[src/rtl/control_sequencer.sv]
// Instruction fetch/execute control sequencer for the DataPath.
// Walks IDLE -> T0..T5 per instruction and stops in HALT or FAULT until clear.
module control_sequencer (
    input  logic        clock,
    input  logic        clear,
    input  logic [31:0] IR,
    input  logic        mem_ready,
    input  logic        stop,
    output logic        PCout,
    output logic        MARin,
    output logic        IncPC,
    output logic        RZin,
    output logic        RZLOout,
    output logic        PCin,
    output logic        Read,
    output logic        MDRin,
    output logic        MDRout,
    output logic        IRin,
    output logic        gra,
    output logic        grb,
    output logic        grc,
    output logic        rin,
    output logic        rout,
    output logic        RYin,
    output logic        HIout,
    output logic        LOout,
    output logic [4:0]  ops,
    output logic        run,
    output logic        fault
);

    localparam logic [3:0] S_IDLE  = 4'd0;
    localparam logic [3:0] S_T0    = 4'd1;
    localparam logic [3:0] S_T1    = 4'd2;
    localparam logic [3:0] S_T2    = 4'd3;
    localparam logic [3:0] S_T3    = 4'd4;
    localparam logic [3:0] S_T4    = 4'd5;
    localparam logic [3:0] S_T5    = 4'd6;
    localparam logic [3:0] S_HALT  = 4'd7;
    localparam logic [3:0] S_FAULT = 4'd8;

    localparam logic [4:0] OP_MFHI = 5'b10100;
    localparam logic [4:0] OP_MFLO = 5'b10101;
    localparam logic [4:0] OP_NOP  = 5'b11010;
    localparam logic [4:0] OP_HALT = 5'b11011;

    logic [3:0] r_state;
    logic [3:0] w_next;
    logic [4:0] w_op;
    logic       w_alu;
    logic       w_mfhi;
    logic       w_mflo;
    logic       w_nop;
    logic       w_halt;

    // Opcode decode is only consumed in T3/T4, so IR is read live there.
    assign w_op   = IR[31:27];
    assign w_alu  = (w_op[4:2] == 3'b000);
    assign w_mfhi = (w_op == OP_MFHI);
    assign w_mflo = (w_op == OP_MFLO);
    assign w_nop  = (w_op == OP_NOP);
    assign w_halt = (w_op == OP_HALT);

    always_comb begin
        w_next = S_IDLE;
        case (r_state)
            S_IDLE:  w_next = S_T0;
            S_T0:    w_next = S_T1;
            S_T1:    w_next = mem_ready ? S_T2 : S_T1;
            S_T2:    w_next = S_T3;
            S_T3: begin
                if (w_alu)
                    w_next = S_T4;
                else if (w_mfhi || w_mflo || w_nop)
                    w_next = stop ? S_HALT : S_T0;
                else if (w_halt)
                    w_next = S_HALT;
                else
                    w_next = S_FAULT;
            end
            S_T4:    w_next = S_T5;
            S_T5:    w_next = stop ? S_HALT : S_T0;
            S_HALT:  w_next = S_HALT;
            S_FAULT: w_next = S_FAULT;
            default: w_next = S_IDLE;
        endcase
    end

    always_ff @(posedge clock or negedge clear) begin
        if (!clear)
            r_state <= S_IDLE;
        else
            r_state <= w_next;
    end

    always_comb begin
        PCout   = 1'b0;
        MARin   = 1'b0;
        IncPC   = 1'b0;
        RZin    = 1'b0;
        RZLOout = 1'b0;
        PCin    = 1'b0;
        Read    = 1'b0;
        MDRin   = 1'b0;
        MDRout  = 1'b0;
        IRin    = 1'b0;
        gra     = 1'b0;
        grb     = 1'b0;
        grc     = 1'b0;
        rin     = 1'b0;
        rout    = 1'b0;
        RYin    = 1'b0;
        HIout   = 1'b0;
        LOout   = 1'b0;
        ops     = 5'd0;
        run     = 1'b0;
        fault   = 1'b0;
        case (r_state)
            S_T0: begin
                run   = 1'b1;
                PCout = 1'b1;
                MARin = 1'b1;
                IncPC = 1'b1;
                RZin  = 1'b1;
            end
            S_T1: begin
                run   = 1'b1;
                Read  = 1'b1;
                MDRin = 1'b1;
                // PC writeback only on the completing cycle so long waits load it once.
                RZLOout = mem_ready;
                PCin    = mem_ready;
            end
            S_T2: begin
                run    = 1'b1;
                MDRout = 1'b1;
                IRin   = 1'b1;
            end
            S_T3: begin
                run = 1'b1;
                if (w_alu) begin
                    grb  = 1'b1;
                    rout = 1'b1;
                    RYin = 1'b1;
                end else if (w_mfhi || w_mflo) begin
                    gra   = 1'b1;
                    rin   = 1'b1;
                    HIout = w_mfhi;
                    LOout = w_mflo;
                end
            end
            S_T4: begin
                run  = 1'b1;
                grc  = 1'b1;
                rout = 1'b1;
                RZin = 1'b1;
                ops  = w_op;
            end
            S_T5: begin
                run     = 1'b1;
                RZLOout = 1'b1;
                gra     = 1'b1;
                rin     = 1'b1;
            end
            S_FAULT: fault = 1'b1;
            default: ;
        endcase
    end

endmodule

[config.mk]
export PLATFORM = sky130hd
export DESIGN_NAME = control_sequencer
export DESIGN_NICKNAME = d
export VERILOG_FILES = /design/src/rtl/control_sequencer.sv
export SDC_FILE = /design/constraint.sdc
export NUM_CORES = 1
export LEC_CHECK = 0
export ABC_AREA = 1
export CORE_UTILIZATION = 27
export CTS_CLUSTER_DIAMETER = 120
export DETAILED_ROUTE_END_ITERATION = 12
export PLACE_DENSITY = 0.85
export SYNTH_ARGS = -nofsm -noshare
export SYNTH_HDL_FRONTEND = slang
export SYNTH_SLANG_ARGS = --single-unit
[constraint.sdc]
create_clock -name clock -period 3.72 [get_ports clock]
set_input_delay 1.116 -clock clock [delete_from_list [all_inputs] [get_ports clock]]
set_output_delay 1.116 -clock clock [all_outputs]
set_load 0.03 [all_outputs]
==> results of run 1 <==
## where the power goes
group          total [mW]  leakage (nW)  switching [mW]  internal (mW)
clock              0.0512        0.0138          0.0153         0.0359
combinational       0.486         0.337           0.307          0.179
sequential         0.0842        0.0512          0.0213         0.0629
## cell families (layout without fill, tap and decap cells)
family                 count (synthesis)  count (layout)  share of synthesized area [%]
AND/OR/NAND/NOR                       43              43                           42.4
flip-flops                             4               4                           21.2
buffers and inverters                 27              57                           26.3
AO/OA/AOI/OAI                          8               8                           10.1
## worst max-delay path, cell delays in order
cell,delay (ns)
clkdlybuf4s50_1,0.50
inv_1,0.07
nor2_1,0.12
clkdlybuf4s50_1,0.68
## cells in the final DEF, fill, tap and decap left out, drive strengths merged, types with 3 or more instances in the layout
cell type and instances:
dfrtp 4, inv 21, o21ai 5, nand3 6
nor2 19, clkbuf 3, buf 7, nor3 3
clkdlybuf4s50 26, nand2 14
## area by class of cell
class | instances | area (um2)
Clock buffer | 3 | 22.5
Fill cell | 163 | 795
Inverter | 21 | 78.8
Multi-Input combinational cell | 51 | 248
Sequential cell | 4 | 100
Tap cell | 16 | 20.0
Timing Repair Buffer | 33 | 313
## worst paths after layout
kind,end
max in group asynchronous,r_state[3]$_DFF_PN0_
min in group asynchronous,r_state[2]$_DFF_PN0_
hold / removal,r_state[3]$_DFF_PN0_
setup reg to reg,r_state[1]$_DFF_PN0_
setup / recovery,ops[1]
hold reg to reg,r_state[3]$_DFF_PN0_
## metal layers
metal	vias up	track usage [%]
met4	0	3.75
li1	307	-
met5	-	0
met2	24	22.4
met1	268	17.0
met3	0	3.75
## through the flow
stage | cells | instance area (um2) | setup WS (ns)
2_1_floorplan | 82 | 472 | 0.219
3_3_place_gp | 125 | 759 | 0.143
3_5_place_dp | 125 | 759 | 0.129
4_1_cts | 128 | 782 | 0.122
5_1_grt | 128 | 782 | 0.0542
6_report | 128 | 782 | 0.108
==> impl_metrics.tcl, run 1 <==
set metrics [dict create \
    worstSetupStartpoint "IR[28]" \
    cts_buffer_depth 2 \
    crit_type "in -> out" \
    ant_nets 0 \
    grt_pass1_wl_um 1970 \
    max-cap-violations 0 \
    finClkSkew_ns 0.00262 \
    ff2ff_setup_slack_ns 2.55 \
    hold_viol_final 0 \
    drt-total-wl_um 1260 \
    synth_area_leaders "dfrtp_1, inv_1, nor2_1, nand2_1, buf_4" \
    die-area_mm2 0.00192 \
    synth_ff_type "dfrtp_1" \
    vias_per_cell 4.68 \
    gp_congestion 0.863 \
    syn_avg_cell_area_um2 5.75 \
    vdd_ir_drop_max_mv 0.292 \
    cp.required_ns 2.60 \
    die_h_um 43.8 \
    fmax_mhz 277 \
    yosys.area.top_type "dfrtp_1" \
    endpoint_kind "output port" \
    top_regs "r_state (4)" \
    start_util_pct 29.9 \
    route.layer.met1.wl_um 533 \
    min_path_type "reg -> reg" \
    hold_path_depth 3 \
    cts-root-buf "clkbuf_4" \
    slew_viol_final 0 \
    grt_max_degree 7 \
    cts_setup_buffers 0 \
    rsz0062_at_grt "false" \
    antennaDiodeCount 0 \
    grt_usage_pct 13.5 \
    synth-edff-count 0 \
    drive_above_1_share_pct 17.0 \
    cts_hold_buf 0 \
    arrival_ns 2.50 \
    drc 3 \
    yosysUniqueCellTypes 16 \
    core_area_mm2 0.00158 \
    port_buffers 33 \
    worst_slew_pin_slew_ns 0.322 \
    synthesis.nets 118 \
    syn_to_final_growth_pct 65.8 \
    fin_crit_ns 3.61 \
    syn_inst 82 \
    max_flop_register "r_state" \
    ys_async_sr_fraction_pct 100 \
    pin_count 61 \
    post-route-period-util_pct 97.1 \
    gr-total-overflow 0 \
    route.met3.wl_um 93 \
    fin_nets 150 \
    synth.most_common_cell "inv_1" \
    worstPathMaxFanout 3 \
    via_count 599 \
    cts_made_buffers 3 \
    fin_util_pct 49.6 \
    fin_tns_setup_ns 0 \
    crit_path_start_kind "primary input" \
    synth_area_um2 472 \
    violations "DRC" \
    cts_tree "yes" \
    grt_antenna_before_repair 0 \
    finalPower_uw 621 \
    dp_hpwl_um 1070 \
    drt_iter0_drc 23 \
    yosysSeqAreaShare_pct 21.2 \
    p_leak_nw 0.402 \
    fp.dieW_um 43.8 \
    min-delay-start "r_state[2]$_DFF_PN0_" \
    route.met2.wl_um 635 \
    h-tree-depth 1 \
    insertion_delay_ns 0.23 \
    cts.sinks 4 \
    rows 14 \
    synthTopCellsByCount "inv_1, nor2_1, nand2_1, buf_4, nand3_1" \
    dr.max_layer_used "met3" \
    largest_reg_flops 4 \
    status "finished, violations left" \
    synth-seq-cells 4 \
    whs_ns 0.578 \
    powerDensity_mw_per_mm2 795 \
    r2r_cells 7 \
    maxSlewHeadroom_pct 78.5 \
    yosys_warnings 0 \
    clkTransAtPathRegs_ns 0.04 \
    r2r_start "r_state[3]$_DFF_PN0_" \
    routedWlPerCell_um 9.87 \
    synth_top_area_share_pct 21.2 \
    cts_resized 0 \
    drtPass1Iterations 8 \
    final-setup-viol-count 0 \
    grt_pass1_vias 481 \
]
Power figures use the tool's default switching activity.
==> inputs of run 2 (changes only) <==
- CORE_MARGIN: default -> 2
==> impl_metrics.tcl, run 2 (same netlist as run 1, synthesis figures left out) <==
set metrics [dict create \
    core_area_mm2 0.00169 \
    preCtsSetupSlack_ns 0.130 \
    drtPass1Iterations 5 \
    cts.sinks 4 \
    endpoint_kind "output port" \
    grt_pass1_wl_um 2160 \
    gr-total-overflow 0 \
    rsz0062_at_grt "false" \
    ant_nets 0 \
    rows 15 \
    maxSlewHeadroom_pct 78.9 \
    p_leak_nw 0.402 \
    drt-total-wl_um 1300 \
    worstPathMaxFanout 3 \
    fin_crit_ns 3.60 \
    max-cap-violations 0 \
    finalPower_uw 622 \
    crit_type "in -> out" \
    cp.required_ns 2.60 \
    clkTransAtPathRegs_ns 0.04 \
    ff2ff_setup_slack_ns 2.56 \
    fmax_mhz 278 \
    pin_count 61 \
    cts_setup_buffers 0 \
    routedWlPerCell_um 10.1 \
    switching_share_pct 55.3 \
    pwr-share-comb_pct 77.9 \
    whs_ns 0.580 \
    slew_viol_final 0 \
    arrival_ns 2.48 \
    crit_path_start_kind "primary input" \
    dp_cells 126 \
    dp_hpwl_um 1120 \
    cts_resized 0 \
    fin_util_pct 46.4 \
    fp.dieW_um 45.8 \
    top_regs "r_state (4)" \
    dpl_cell_area_um2 761 \
    via_count 590 \
    grt_usage_pct 14.5 \
    switching_power_uw 344 \
    cts_hold_buf 0 \
    post-route-period-util_pct 96.8 \
    h-tree-depth 1 \
    p_int_uw 278 \
    cts-root-buf "clkbuf_4" \
    finClkSkew_ns 0.00246 \
    die_h_um 45.8 \
    cts_made_buffers 3 \
    finalWorstSetupSlack_ns 0.121 \
    cts_buffer_depth 2 \
    cts_tree "yes" \
    fin_nets 150 \
    worst_slew_pin_slew_ns 0.315 \
    die-area_mm2 0.00210 \
    antennaDiodeCount 0 \
    gp_congestion 0.882 \
    grt_pass1_vias 522 \
    layout_commonest_cell "clkdlybuf4s50_1" \
    max_flop_register "r_state" \
    hold_viol_final 0 \
    vdd_ir_drop_max_mv 0.268 \
    largest_reg_flops 4 \
    drc 0 \
    p_seq_share_pct 13.7 \
    port_buffers 33 \
    grt_antenna_before_repair 0 \
    final_cell_mix "clkdlybuf4s50_1, inv_1, nor2_1" \
    vias_per_cell 4.57 \
    powerDensity_mw_per_mm2 794 \
    drive_above_1_share_pct 17.0 \
    min_path_type "reg -> reg" \
    syn_to_final_growth_pct 66.0 \
    final-setup-viol-count 0 \
    finalInstanceArea_um2 783 \
    insertion_delay_ns 0.23 \
    grt_max_degree 7 \
    fillCellCount 179 \
    pwr-share-clk_pct 8.4 \
    start_util_pct 27.9 \
    drt_iter0_drc 12 \
    fin_cells 129 \
    status "finished clean" \
    fin_tns_setup_ns 0 \
]
[run 2: cell counts in the layout (fill, tap and decap cells not counted)]
No cell type changed its count.
[run 2: layout make-up]
type | count | area, um2 | share of cell area, %
Clock buffer | 3 | 22.5 | 2.88
Inverter | 21 | 78.8 | 10.1
Multi-Input combinational cell | 51 | 248 | 31.6
Sequential cell | 4 | 100 | 12.8
Tap cell | 17 | 21.3 | 2.72
Timing Repair Buffer | 33 | 313 | 39.9
[run 2: critical path: stages]
cell	delay, ns
clkdlybuf4s50_1	0.52
inv_1	0.07
nor2_1	0.10
clkdlybuf4s50_1	0.67
[run 2: worst paths after layout]
check,to,cells after the start,from
min in group asynchronous,r_state[2]$_DFF_PN0_,1,clear
worst min register to register,r_state[3]$_DFF_PN0_,3,r_state[2]$_DFF_PN0_
worst max register to register,r_state[1]$_DFF_PN0_,7,r_state[3]$_DFF_PN0_
max in group asynchronous,r_state[3]$_DFF_PN0_,1,clear
worst min-delay path,r_state[3]$_DFF_PN0_,3,r_state[2]$_DFF_PN0_
worst max-delay path,ops[1],4,IR[28]
[run 2: routing by layer]
layer	wire length (um)	track usage, %	vias to the layer above	share of wire [%]
met4	19	6.86	0	1.5
li1	-	-	307	-
met5	0	0	-	0
met2	707	26.5	20	55
met3	59	5.16	2	4.5
met1	510	14.3	261	39
[run 2: power by group through the flow]
stage	sequential [mW]	combinational (mW)	clock, mW
final	0.0851	0.485	0.0525
after global routing	0.0877	0.522	0.0592
after CTS	0.0845	0.486	0.0538
after detailed placement	0.0851	0.485	0
after global placement	0.0834	0.477	0
after floorplan	0.0801	0.340	0
